File: src/rtl/mas_vedic_pp_combiner_seq_if.sv
// mas_vedic_pp_combiner_seq_if: partial-product input / product output handshake bundle (pp_err present with MAS_PP_CHECK_EN)
interface mas_vedic_pp_combiner_seq_if;
    logic        in_valid;
    logic        in_ready;
    logic [15:0] pp_ll;
    logic [15:0] pp_lh;
    logic [15:0] pp_hl;
    logic [15:0] pp_hh;
    logic        out_valid;
    logic        out_ready;
    logic [31:0] res;
`ifdef MAS_PP_CHECK_EN
    logic        pp_err;
    modport master (
        output in_valid, pp_ll, pp_lh, pp_hl, pp_hh, out_ready,
        input  in_ready, out_valid, res, pp_err
    );
    modport slave (
        input  in_valid, pp_ll, pp_lh, pp_hl, pp_hh, out_ready,
        output in_ready, out_valid, res, pp_err
    );
`else
    modport master (
        output in_valid, pp_ll, pp_lh, pp_hl, pp_hh, out_ready,
        input  in_ready, out_valid, res
    );
    modport slave (
        input  in_valid, pp_ll, pp_lh, pp_hl, pp_hh, out_ready,
        output in_ready, out_valid, res
    );
`endif
endinterface

File: src/rtl/mas_vedic_pp_combiner_seq.sv
// mas_vedic_pp_combiner_seq: combines four 8x8 partial products into a 16x16 product over three cycles of one shared 16-bit adder; MAS_PP_CHECK_EN adds a sticky pp_err flag.
module mas_vedic_pp_combiner_seq (
    input logic clk,
    input logic rst,
    mas_vedic_pp_combiner_seq_if.slave io
);
    typedef enum logic [2:0] {IDLE, S_MID, S_LO, S_HI, DONE} state_t;
    state_t state, state_nx;
    logic [15:0] ll, lh, hl, hh, mid, add_a, add_b, sum;
    logic [7:0] s2_hi;
    logic [31:0] res;
    logic c1, c2, co, xfer;
    assign xfer = io.in_valid && state == IDLE;
    assign io.res = res;
    // Operand select for the single shared adder: mid sum, low fold, then high word
    always_comb begin
        add_a = state == S_MID ? lh : state == S_LO ? mid : hh;
        add_b = state == S_MID ? hl : state == S_LO ? {8'h00, ll[15:8]} : {7'b0, c1 | c2, s2_hi};
        {co, sum} = {1'b0, add_a} + {1'b0, add_b};
    end
    // State register
    always_ff @(posedge clk or posedge rst) begin
        if (rst) state <= IDLE;
        else state <= state_nx;
    end
    // Next-state: fixed walk through the three add cycles, hold in DONE until consumed
    always_comb begin
        state_nx = state;
        case (state)
            IDLE:    state_nx = io.in_valid ? S_MID : IDLE;
            S_MID:   state_nx = S_LO;
            S_LO:    state_nx = S_HI;
            S_HI:    state_nx = DONE;
            DONE:    state_nx = io.out_ready ? IDLE : DONE;
            default: state_nx = IDLE;
        endcase
    end
    // Handshake outputs decoded from state
    always_comb begin
        io.in_ready = state == IDLE;
        io.out_valid = state == DONE;
    end
    // Datapath: capture the set, then accumulate carries and result slices
    always_ff @(posedge clk or posedge rst) begin
        if (rst) begin
            ll <= '0;
            lh <= '0;
            hl <= '0;
            hh <= '0;
            mid <= '0;
            s2_hi <= '0;
            c1 <= 1'b0;
            c2 <= 1'b0;
            res <= '0;
        end else begin
            if (xfer) begin
                ll <= io.pp_ll;
                lh <= io.pp_lh;
                hl <= io.pp_hl;
                hh <= io.pp_hh;
            end
            if (state == S_MID) begin
                mid <= sum;
                c1 <= co;
            end
            if (state == S_LO) begin
                c2 <= co;
                s2_hi <= sum[15:8];
                res[15:0] <= {sum[7:0], ll[7:0]};
            end
            if (state == S_HI) res[31:16] <= sum;
        end
    end
`ifdef MAS_PP_CHECK_EN
    logic pp_err;
    assign io.pp_err = pp_err;
    // Sticky flag: out-of-range partial product on capture, or overflow of the high word
    always_ff @(posedge clk or posedge rst) begin
        if (rst) pp_err <= 1'b0;
        else if ((xfer && (io.pp_ll > 16'hFE01 || io.pp_lh > 16'hFE01 || io.pp_hl > 16'hFE01 || io.pp_hh > 16'hFE01)) || (state == S_HI && co)) pp_err <= 1'b1;
    end
`endif
endmodule

File: src/flat_wrapper.sv
// flat-port wrapper written by rule: the top's interface ports become plain ports
module mas_vedic_pp_combiner_seq_flat 
  (clk, rst, io_in_valid, io_pp_ll, io_pp_lh, io_pp_hl, io_pp_hh, io_out_ready, io_in_ready, io_out_valid, io_res);
  mas_vedic_pp_combiner_seq_if io_i ();
  input logic clk;
  input logic rst;
  input wire logic [$bits(io_i.in_valid)-1:0] io_in_valid;
  input wire logic [$bits(io_i.pp_ll)-1:0] io_pp_ll;
  input wire logic [$bits(io_i.pp_lh)-1:0] io_pp_lh;
  input wire logic [$bits(io_i.pp_hl)-1:0] io_pp_hl;
  input wire logic [$bits(io_i.pp_hh)-1:0] io_pp_hh;
  input wire logic [$bits(io_i.out_ready)-1:0] io_out_ready;
  output wire logic [$bits(io_i.in_ready)-1:0] io_in_ready;
  output wire logic [$bits(io_i.out_valid)-1:0] io_out_valid;
  output wire logic [$bits(io_i.res)-1:0] io_res;
  assign io_i.in_valid = io_in_valid;
  assign io_i.pp_ll = io_pp_ll;
  assign io_i.pp_lh = io_pp_lh;
  assign io_i.pp_hl = io_pp_hl;
  assign io_i.pp_hh = io_pp_hh;
  assign io_i.out_ready = io_out_ready;
  assign io_in_ready = io_i.in_ready;
  assign io_out_valid = io_i.out_valid;
  assign io_res = io_i.res;
  mas_vedic_pp_combiner_seq u_core (.clk(clk), .rst(rst), .io(io_i));
endmodule
File: config.mk
export PLATFORM = sky130hd
export DESIGN_NAME = mas_vedic_pp_combiner_seq_flat
export DESIGN_NICKNAME = d
export VERILOG_FILES = /design/src/rtl/mas_vedic_pp_combiner_seq_if.sv /design/src/rtl/mas_vedic_pp_combiner_seq.sv /design/src/flat_wrapper.sv
export SDC_FILE = /design/constraint.sdc
export NUM_CORES = 1
export LEC_CHECK = 0
export BUFFER_PORTS_ARGS = -buffer_cell sky130_fd_sc_hd__buf_2
export CAP_MARGIN = 20
export CORE_MARGIN = 2
export CORE_UTILIZATION = 55
export CTS_BUF_LIST = sky130_fd_sc_hd__clkbuf_2 sky130_fd_sc_hd__clkbuf_4 sky130_fd_sc_hd__clkbuf_8
export CTS_CLUSTER_DIAMETER = 60
export CTS_CLUSTER_SIZE = 28
export DETAILED_ROUTE_END_ITERATION = 10
export PLACE_DENSITY = 0.77
export SLEW_MARGIN = 20
export SYNTH_ARGS = -nofsm -noshare
export SYNTH_HDL_FRONTEND = slang
export SYNTH_SLANG_ARGS = --single-unit
export TNS_END_PERCENT = 5
File: constraint.sdc
create_clock -name clk -period 4.65 [get_ports clk]
set_input_delay 0.465 -clock clk [delete_from_list [all_inputs] [get_ports clk]]
set_output_delay 0.465 -clock clk [all_outputs]
set_load 0.02 [all_outputs]
# == Yosys cells after proc, flatten, opt, wreduce, memory -nomap -nowiden ==
# Index checks and enable logic that the tools add are counted.
# op_classes
add_sub_neg,1
multipliers,0
n_div,0
n_lt_le_gt_ge,0
eq_ne,4
shifts,0
mux,7
n_bitwise,1
reduce_logical,2
# ops
op,count
$mux W16,3
$add A16 B16 Y17,1
$pmux W3 S5,1
$mux W9,1
$eq A3 B2 Y1 const B,2
$eq A3 B1 Y1 const B,1
$eq A3 B3 Y1 const B,1
$logic_not A3 Y1,1
$mux W3,1
$logic_and A1 B1 Y1,1
$mux W1,1
$or A1 B1 Y1,1
# word_totals
ff_bits,125
latchBits,0
mem_bits_rw,0
mem_bits_ro,0
input_bits,68
output_inout_bits,34
wordCells,26
n_memories,0

# == Logic depth before layout (Yosys ltp) ==
# Gate-level depths: netlist (run 1).
# logic_depth
ltp_word,4
ltp_mapped,14
mapped_depth_nobuf,12

# == Least setup slack after synthesis (run 1) ==
# OpenSTA, ideal clock, no wires.
# synth_path
path_kind,register -> register
from,reg u_core.state[1]
to,reg u_core.mid[14]
setup_ns,0.138
arrival_time_ns,3.175
required_ns,4.512
path_slack_ns,1.337
stages_incl_launch_ff,14
path_buffers,2
cell_sequence,dfrtp_1 > or3b_2 > clkbuf_1 > clkbuf_1 > nor2_1 > a31oi_1 > ha_1 > fa_1 > a21oi_2 > nor2b_2 > a311oi_2 > o31ai_4 > mux2i_1 > o22ai_1
# synth_via
elab_chain_len,4
elab_cells_between_ends,7
cone_classes,add/sub (1); eq/ne (2); mux (4)
# synth_lines
item,line,source
"start, declared",mas_vedic_pp_combiner_seq.sv:8,"state_t state, state_nx;"
"start signal, assigned",mas_vedic_pp_combiner_seq.sv:24,else state <= state_nx;
$eq A3 B2 Y1,"mas_vedic_pp_combiner_seq.sv:17, mas_vedic_pp_combiner_seq.sv:18",
$mux W16 / $mux W9 (equally long branches),"mas_vedic_pp_combiner_seq.sv:17, mas_vedic_pp_combiner_seq.sv:18",
$mux W16 (on tied branches),"mas_vedic_pp_combiner_seq.sv:17, mas_vedic_pp_combiner_seq.sv:18",
$add A16 B16 Y17,mas_vedic_pp_combiner_seq.sv:19,"{co, sum} = {1'b0, add_a} + {1'b0, add_b};"
"end signal, assigned",mas_vedic_pp_combiner_seq.sv:63,mid <= sum;
"end, declared",mas_vedic_pp_combiner_seq.sv:9,"logic [15:0] ll, lh, hl, hh, mid, add_a, add_b, sum;"
# Parallel ways exist; a longest one is shown, timed or not.
# A chain may end at the register's enable or synchronous reset.

# == Worst setup path after layout (run 1) ==
# layout_path
from,reg u_core.state[0]
to,reg u_core.mid[14]
# The elaborated chain is that of the path after synthesis.

==> impl_metrics.py, run 1 <==
metrics = {
    "critical_path": {
        "path_cells": "nor2_1 > and2_1 > buf_4 > nand2_1 > a31oi_1 > ha_1 > nand2_1 > nor2_1 > a211oi_1 > o31ai_4 > mux2i_1 > o22ai_1",
        "path_class": "register to register",
        "crit_arrival_ns": 4.02,
        "worst_setup_path_start_kind": "register",
        "ff2ff_path_depth": 12,
        "crit_slowest_cell": "and2_1",
        "worstSetupPathDepth": 12,
        "max_stage_delay_ns": 0.73,
        "crit_buf_inv": 1,
        "cp.required_ns": 4.94,
        "crit_fanout": 22,
        "cp-end-kind": "register",
        "path_delay_family": "simple AND/OR/NAND/NOR gates",
    },
    "flow_run": {
        "drv_cap": 0,
    },
    "sta": {
        "fin_hold_ws_ns": 0.138,
        "fmax_mhz": 268,
        "tightest_slew_ns": 0.852,
        "layout_min_cycle_time_ns": 3.73,
        "finalSetupViolCount": 0,
        "skew_ns": 0.00997,
        "setup_ws_ns": 0.922,
        "setup_tns_ns": 0,
        "rsz0062_at_grt": "no",
        "final.period_utilization": 0.802,
        "final_max_slew_viol_count": 0,
        "slew-limit-headroom": 0.432,
        "hold_violations": 0,
    },
    "routing": {
        "drtIter0Drc": 224,
        "detail_route.first_pass.iterations": 5,
        "ant_nets": 0,
        "drc_errors": 0,
        "wl_per_cell_um": 16.3,
        "wirelength_mm": 13.2,
        "vias": 4520,
        "vias_per_cell": 5.57,
    },
    "clocking": {
        "clock_sinks": 125,
        "clk_path_buf_depth": 2,
        "cts-resized-gates": 0,
        "cts_hold_buf": 0,
        "cts_buffers": 17,
        "clk_pin_slew_ns": 0.07,
        "cts_tree": "done",
        "htree_levels": 4,
        "post_cts_buffers": 0,
        "clock_latency_ns": 0.43,
        "root_buffer": "clkbuf_8",
    },
    "yosys": {
        "yosysSeqAreaShare": 0.531,
        "synth.top_cell.area_share": 0.531,
        "ys_top_cells_by_area": "dfrtp_1 (53%), mux2_2 (13%), nand2_1 (8.3%)",
        "synth.avg_cell_area_um2": 10.4,
        "ys_ff_latch": 125,
        "syn_nets": 651,
        "synth_top_area_cell": "dfrtp_1",
        "ys_warn_count": 0,
        "syn_area_um2": 5890,
        "synthCells": 566,
        "synth_cell_types": 41,
    },
    "floorplan": {
        "die_h_um": 107,
        "fp-row-count": 37,
        "die_w_um": 107,
        "start_util": 0.568,
        "io_pins": 102,
        "core-area_um2": 10400,
        "die_area_um2": 11600,
    },
    "cells_and_area": {
        "antenna_cells": 0,
        "fin_nets": 749,
        "final_common_cell": "nand2_1",
        "finalInstanceArea_um2": 6870,
        "final_cell_mix": "nand2_1 (129), dfrtp_1 (125), buf_2 (101), mux2_2 (66), nor2_1 (40)",
        "drive_gt1_frac": 0.321,
        "area_delta_synth_final_pct": 16.7,
    },
    "global_routing": {
        "grt_pass1_wl_mm": 21.5,
        "grt_start_max_net_pins": 83,
        "grt_remaining_overflow": 0,
        "first_global_vias": 4526,
        "antenna_found_initial": 0,
        "grt.total_usage": 0.241,
    },
    "placed_design": {
        "place_area_um2": 6490,
        "preCtsSetupSlack_ns": 0.977,
        "place_congestion": 0.885,
        "port_buffers": 101,
        "hpwl_mm": 9.34,
    },
    "outcome": {
        "status": "completed",
    },
    "hold_path": {
        "hold_path_class": "primary input to async pin",
    },
}
routing by layer:
layer  global-route usage  vias up  share of wire
met1                0.306     2192           0.44
li1                     -     2151              -
met2                0.397      156           0.48
met3               0.0690       21          0.064
met4               0.0852        0          0.017
met5                    0        -              0
stage by stage:
step,util,instances
5_1_grt,0.663,811
4_1_cts,0.663,811
3_3_place_gp,0.626,781
6_report,0.663,811
3_5_place_dp,0.626,781
2_1_floorplan,-,566
cell type report:
class                      count  area [µm²]
fill                         817        3500
multi-input combinational    407        2610
timing repair buffer         110         573
tap                          136         170
clock inverter                 8        92.6
clock buffer                  22         284
inverter                       3        16.3
sequential                   125        3130
synthesized netlist by cell type (all sizes together):
master / count
a22oi: 1
and2: 13
o31ai: 5
o22ai: 4
nor2: 40
nor2b: 2
inv: 3
a21oi: 18
a221o: 1
xor2: 4
dfrtp: 125
o21ai: 41
nor3b: 1
o21a: 2
and4: 1
nand3b: 1
o21bai: 2
mux2: 66
mux2i: 5
and3: 3
clkbuf: 18
a211oi: 1
o211ai: 3
a31oi: 27
or3b: 1
buf: 13
a311oi: 1
ha: 16
fa: 1
xnor2: 6
a21o: 5
nand2: 130
nand3: 4
nor3: 2
flip-flops by register name, indices dropped and copies added, names as in the netlist:
name           flops
u_core.lh         16
u_core.mid        16
u_core.ll         16
u_core.state       3
u_core.io.res     32
u_core.s2_hi       8
u_core.c1          1
u_core.hl         16
u_core.hh         16
u_core.c2          1
worst paths after layout:
path,from,endpoint,slack (ns)
setup / recovery,u_core.state[0],u_core.mid[14],0.92
hold / removal,rst,u_core.ll[0],0.14
setup reg to reg,u_core.state[0],u_core.mid[14],0.92
hold reg to reg,u_core.ll[4],u_core.io.res[4],0.46
max in group asynchronous,rst,u_core.lh[0],3.41
min in group clk,io_out_ready,u_core.state[2],0.22
cells by family (layout without fill, tap and decap cells):
logic type,Yosys count,count (layout),synth area share
flip-flops,125,125,0.531
AND/OR/NAND/NOR,198,198,0.139
multiplexers,71,71,0.135
XOR/XNOR,10,10,0.0149
AO/OA/AOI/OAI,111,111,0.117
buffers and inverters,34,143,0.0266
adder cells (fa/ha/maj),17,17,0.0374
Power of run 1 is not shown: default switching activity piles up to over one toggle a cycle in this logic, so the estimate is an artifact.
==> run 2: changes to the inputs <==
CORE_UTILIZATION = 52   (was 55)
PLACE_DENSITY = 0.76   (was 0.77)
clock period = 3 ns   (was 4.65 ns; I/O delays follow)
==> run 2 against run 1 <==
Effect of this change:
- the run now ends with negative setup slack left
- die area rose by 5.5%
- maximum frequency increased by 18%
- cell count grew 8.8%
- non-clock buffer count increased by 64
- sequential share of layout area down 4.7 points
- routed wire length up 11%
==> impl_metrics.py, run 2 (synthesized netlist as in run 1, its figures left out) <==
metrics = {
    "routing": {
        "detail_route.first_pass.iterations": 5,
        "wirelength_mm": 14.7,
        "vias_per_cell": 5.50,
        "ant_nets": 0,
        "vias": 4852,
        "drc_errors": 0,
        "drtIter0Drc": 348,
        "wl_per_cell_um": 16.6,
    },
    "cells_and_area": {
        "antenna_cells": 0,
        "drive_gt1_frac": 0.412,
        "fin_nets": 814,
        "area_delta_synth_final_pct": 30.0,
        "largest_reg_flops": 32,
        "final_common_cell": "nand2_1",
        "largest-register": "u_core.io.res",
        "final_cell_mix": "nand2_1 (128), dfrtp_1 (125), buf_2 (101), mux2_2 (66), buf_4 (62)",
    },
    "placed_design": {
        "hpwl_mm": 10.1,
        "place_congestion": 0.875,
        "port_buffers": 101,
        "preCtsSetupSlack_ns": -0.314,
    },
    "critical_path": {
        "crit_fanout": 5,
        "cp.required_ns": 3.32,
        "cp-end-kind": "register",
        "path_class": "register to register",
        "worst_setup_path_start_kind": "register",
        "crit_arrival_ns": 3.48,
        "reg2reg_slack_ns": -0.16,
    },
    "floorplan": {
        "core-area_um2": 10900,
        "die_area_um2": 12200,
        "die_h_um": 110,
        "fp-row-count": 38,
        "io_pins": 102,
        "die_w_um": 110,
        "start_util": 0.539,
    },
    "global_routing": {
        "first_global_vias": 5048,
        "grt_start_max_net_pins": 68,
        "grt_remaining_overflow": 0,
        "grt_pass1_wl_mm": 24.2,
        "grt.total_usage": 0.245,
        "antenna_found_initial": 0,
    },
    "sta": {
        "fmax_mhz": 316,
        "layout_min_cycle_time_ns": 3.16,
        "hold_violations": 0,
        "tightest_slew_ns": 0.538,
        "finalSetupViolCount": 25,
        "skew_ns": 0.0125,
        "final_max_slew_viol_count": 0,
        "final.period_utilization": 1.05,
        "setup_ws_ns": -0.162,
        "slew-limit-headroom": 0.640,
        "rsz0062_at_grt": "yes",
    },
    "clocking": {
        "clk_path_buf_depth": 2,
        "cts_buffers": 17,
        "clock_sinks": 125,
        "clock_latency_ns": 0.44,
        "clk_pin_slew_ns": 0.08,
        "htree_levels": 4,
        "cts_tree": "done",
        "root_buffer": "clkbuf_8",
    },
    "outcome": {
        "violations": "negative setup slack",
        "status": "complete, but fails checks",
    },
    "hold_path": {
        "hold_path_class": "primary input to register",
    },
    "flow_run": {
        "drv_cap": 0,
    },
}
==> run 2: repair_timing <==
item	CTS	global route
pin swaps	13	26
cloned	2	0
hold endpoints to repair	22	0
setup buffers	2	11
setup endpoints to repair	32	32
hold buffers	1	0
gates resized for setup	24	28
==> run 2: area by class of cell <==
type | count | area (µm²)
repair buffers | 174 | 1140
clock inverters | 10 | 114
fillers | 764 | 3280
well taps | 140 | 175
clock buffers | 22 | 290
inverters | 3 | 15.0
multi-input cells | 408 | 2790
flip-flops and latches | 125 | 3130
==> run 2: through the flow <==
step | hold WS (ns) | instance area [µm²] | cells | utilization | setup TNS (ns)
final | 0.0497 | 7660 | 882 | 0.700 | -2.32
after global routing | 0.0718 | 7660 | 882 | 0.700 | -5.21
after CTS | 0.0295 | 7470 | 872 | 0.683 | -0.0383
after detailed placement | 0.369 | 6900 | 835 | 0.631 | -5.18
after global placement | 0.363 | 6900 | 835 | 0.631 | -1.41
after floorplan | 0.407 | 5890 | 566 | - | -3.89
==> run 2: final timing paths <==
path	startpoint	end	depth (start not counted)
min in group asynchronous	rst	u_core.io.res[8]	3
max reg2reg	u_core.state[1]	u_core.s2_hi[6]	12
min	io_out_ready	u_core.state[2]	2
min reg2reg	u_core.ll[3]	u_core.io.res[3]	2
max in group asynchronous	rst	u_core.hh[8]	4
max	u_core.state[1]	u_core.s2_hi[6]	12
==> run 2: worst max-delay path: stages, from the launching register on <==
cell      delay (ns)
dfrtp_1         0.41
or3b_4          0.47
buf_6           0.17
a31oi_4         0.21
ha_4            0.17
fa_2            0.23
a21oi_2         0.07
nor2b_2         0.15
a311oi_2        0.11
buf_4           0.17
o31ai_4         0.39
mux2i_2         0.37
o211ai_2        0.12
==> run 2: routing by layer <==
metal | GRT usage | up-vias | wire length [µm]
li1 | - | 2289 | -
met1 | 0.310 | 2368 | 6290
met2 | 0.409 | 164 | 7270
met3 | 0.0626 | 31 | 845
met4 | 0.0858 | 0 | 257
met5 | 0 | - | 0
Power of run 2 is left out for the same reason.
==> run 3: changes to the inputs <==
SETUP_SLACK_MARGIN = 0.5   (was default)
==> run 3 against run 2 <==
Effect of this change:
- the run still ends with negative setup slack left
- hold slack gained 0.0051 ns
- worst setup slack gained 0.012 ns
- critical path depth grew 2
- global-route usage grew 0.50 points
- non-clock buffer count grew 5
- routed wire length grew 3.0%
- flip-flop and latch count is the same
==> impl_metrics.py, run 3 (synthesized netlist as in run 1, its figures left out) <==
metrics = {
    "floorplan": {
        "die_area_um2": 12200,
        "die_w_um": 110,
        "io_pins": 102,
        "fp-row-count": 38,
        "core-area_um2": 10900,
        "start_util": 0.539,
        "die_h_um": 110,
    },
    "clocking": {
        "htree_levels": 4,
        "clk_pin_slew_ns": 0.08,
        "cts_tree": "done",
        "clock_latency_ns": 0.45,
        "root_buffer": "clkbuf_8",
        "clock_sinks": 125,
        "clk_path_buf_depth": 2,
        "cts_buffers": 17,
    },
    "sta": {
        "final.period_utilization": 1.05,
        "fmax_mhz": 317,
        "slew-limit-headroom": 0.646,
        "setup_tns_ns": -1.71,
        "final_max_slew_viol_count": 0,
        "tightest_slew_ns": 0.530,
        "skew_ns": 0.0158,
        "rsz0062_at_grt": "yes",
        "layout_min_cycle_time_ns": 3.15,
        "finalSetupViolCount": 23,
        "setup_ws_ns": -0.150,
        "hold_violations": 0,
    },
    "critical_path": {
        "path_common_cell": "buf_4",
        "path_cells": "or3b_4 > buf_6 > a31oi_4 > ha_4 > fa_2 > a21oi_2 > nor2b_2 > a311oi_2 > buf_4 > o31ai_4 > buf_4 > xnor2_2 > buf_4 > o21ai_1",
        "crit_buf_inv": 4,
        "crit_slowest_cell": "or3b_4",
        "cp-end-kind": "register",
        "path_delay_family": "compound AO/OA/AOI/OAI gates",
        "worst_setup_path_start_kind": "register",
        "max_stage_delay_ns": 0.49,
        "crit_arrival_ns": 3.48,
        "cp.required_ns": 3.33,
        "path_class": "register to register",
        "crit_fanout": 5,
    },
    "placed_design": {
        "place_congestion": 0.875,
        "port_buffers": 101,
        "hpwl_mm": 10.1,
        "place_area_um2": 6900,
    },
    "global_routing": {
        "grt.total_usage": 0.250,
        "grt_remaining_overflow": 0,
        "grt_pass1_wl_mm": 24.6,
        "grt_start_max_net_pins": 68,
        "first_global_vias": 5149,
        "antenna_found_initial": 0,
    },
    "cells_and_area": {
        "area_delta_synth_final_pct": 31.5,
        "finalInstanceArea_um2": 7740,
        "final_cell_mix": "nand2_1 (126), dfrtp_1 (125), buf_2 (101), mux2_2 (66), buf_4 (66)",
        "final_common_cell": "nand2_1",
        "largest-register": "u_core.io.res",
        "fin_nets": 819,
        "antenna_cells": 0,
        "drive_gt1_frac": 0.426,
        "largest_reg_flops": 32,
    },
    "routing": {
        "vias": 4922,
        "wirelength_mm": 15.1,
        "drtIter0Drc": 303,
        "detail_route.first_pass.iterations": 5,
        "vias_per_cell": 5.55,
        "drc_errors": 0,
        "wl_per_cell_um": 17.0,
        "ant_nets": 0,
    },
    "outcome": {
        "violations": "negative setup slack",
        "status": "complete, but fails checks",
    },
    "flow_run": {
        "drv_cap": 0,
    },
    "hold_path": {
        "hold_path_class": "primary input to register",
    },
}
==> run 3: changes by cell type in the layout (fill, tap and decap cells not counted), sizes merged <==
cell | previous run | this run
buf | 172 | 176
clkbuf | 22 | 23
==> run 3: worst paths after layout <==
| path | start | end | slack, ns | depth (start not counted) |
|---|---|---|---|---|
| max in group asynchronous | rst | u_core.hh[8] | 1.73 | 4 |
| min in group asynchronous | rst | u_core.ll[1] | 0.44 | 3 |
| hold / removal | io_out_ready | u_core.state[2] | 0.05 | 2 |
| setup / recovery | u_core.state[1] | u_core.mid[10] | -0.15 | 14 |
| hold reg to reg | u_core.ll[3] | u_core.io.res[3] | 0.48 | 2 |
| setup reg to reg | u_core.state[1] | u_core.mid[10] | -0.15 | 14 |
==> run 3: stage by stage <==
stage	utilization	hold slack, ns	cells	setup slack (ns)
floorplan	-	0.407	566	-0.313
global placement	0.631	0.363	835	-0.142
detailed placement	0.631	0.369	835	-0.314
CTS	0.692	0.0295	876	-0.00120
global route	0.708	0.0764	887	-0.258
finish	0.708	0.0548	887	-0.150
==> run 3: layout make-up <==
| type | count | area (µm²) |
|---|---|---|
| fill | 756 | 3190 |
| sequential | 125 | 3130 |
| multi-input combinational | 408 | 2820 |
| timing repair buffer | 179 | 1200 |
| clock buffer | 22 | 290 |
| tap | 140 | 175 |
| clock inverter | 10 | 114 |
| inverter | 3 | 15.0 |
==> run 3: worst reg2reg max path: stages, from the launching register on <==
cell and delay, ns:
dfrtp_1 0.40, or3b_4 0.49, buf_6 0.16, a31oi_4 0.20, ha_4 0.18, fa_2 0.23
a21oi_2 0.06, nor2b_2 0.15, a311oi_2 0.11, buf_4 0.16, o31ai_4 0.38, buf_4 0.19
xnor2_2 0.10, buf_4 0.16, o21ai_1 0.06
==> run 3: routing by layer <==
layer,vias to the layer above,global-route usage,part of all wire
met5,-,0,0
met3,32,0.0642,0.061
met1,2414,0.306,0.42
li1,2303,-,-
met2,173,0.432,0.50
met4,0,0.0792,0.022
==> run 3: repair_timing <==
action,in CTS,in global routing
hold buffers,1,0
setup endpoints to repair,44,42
endpoints found under the hold margin,22,0
cloned,2,1
pin swaps,29,18
setup buffers,6,10
gates resized for setup,48,18
Power of run 3 is left out for the same reason.
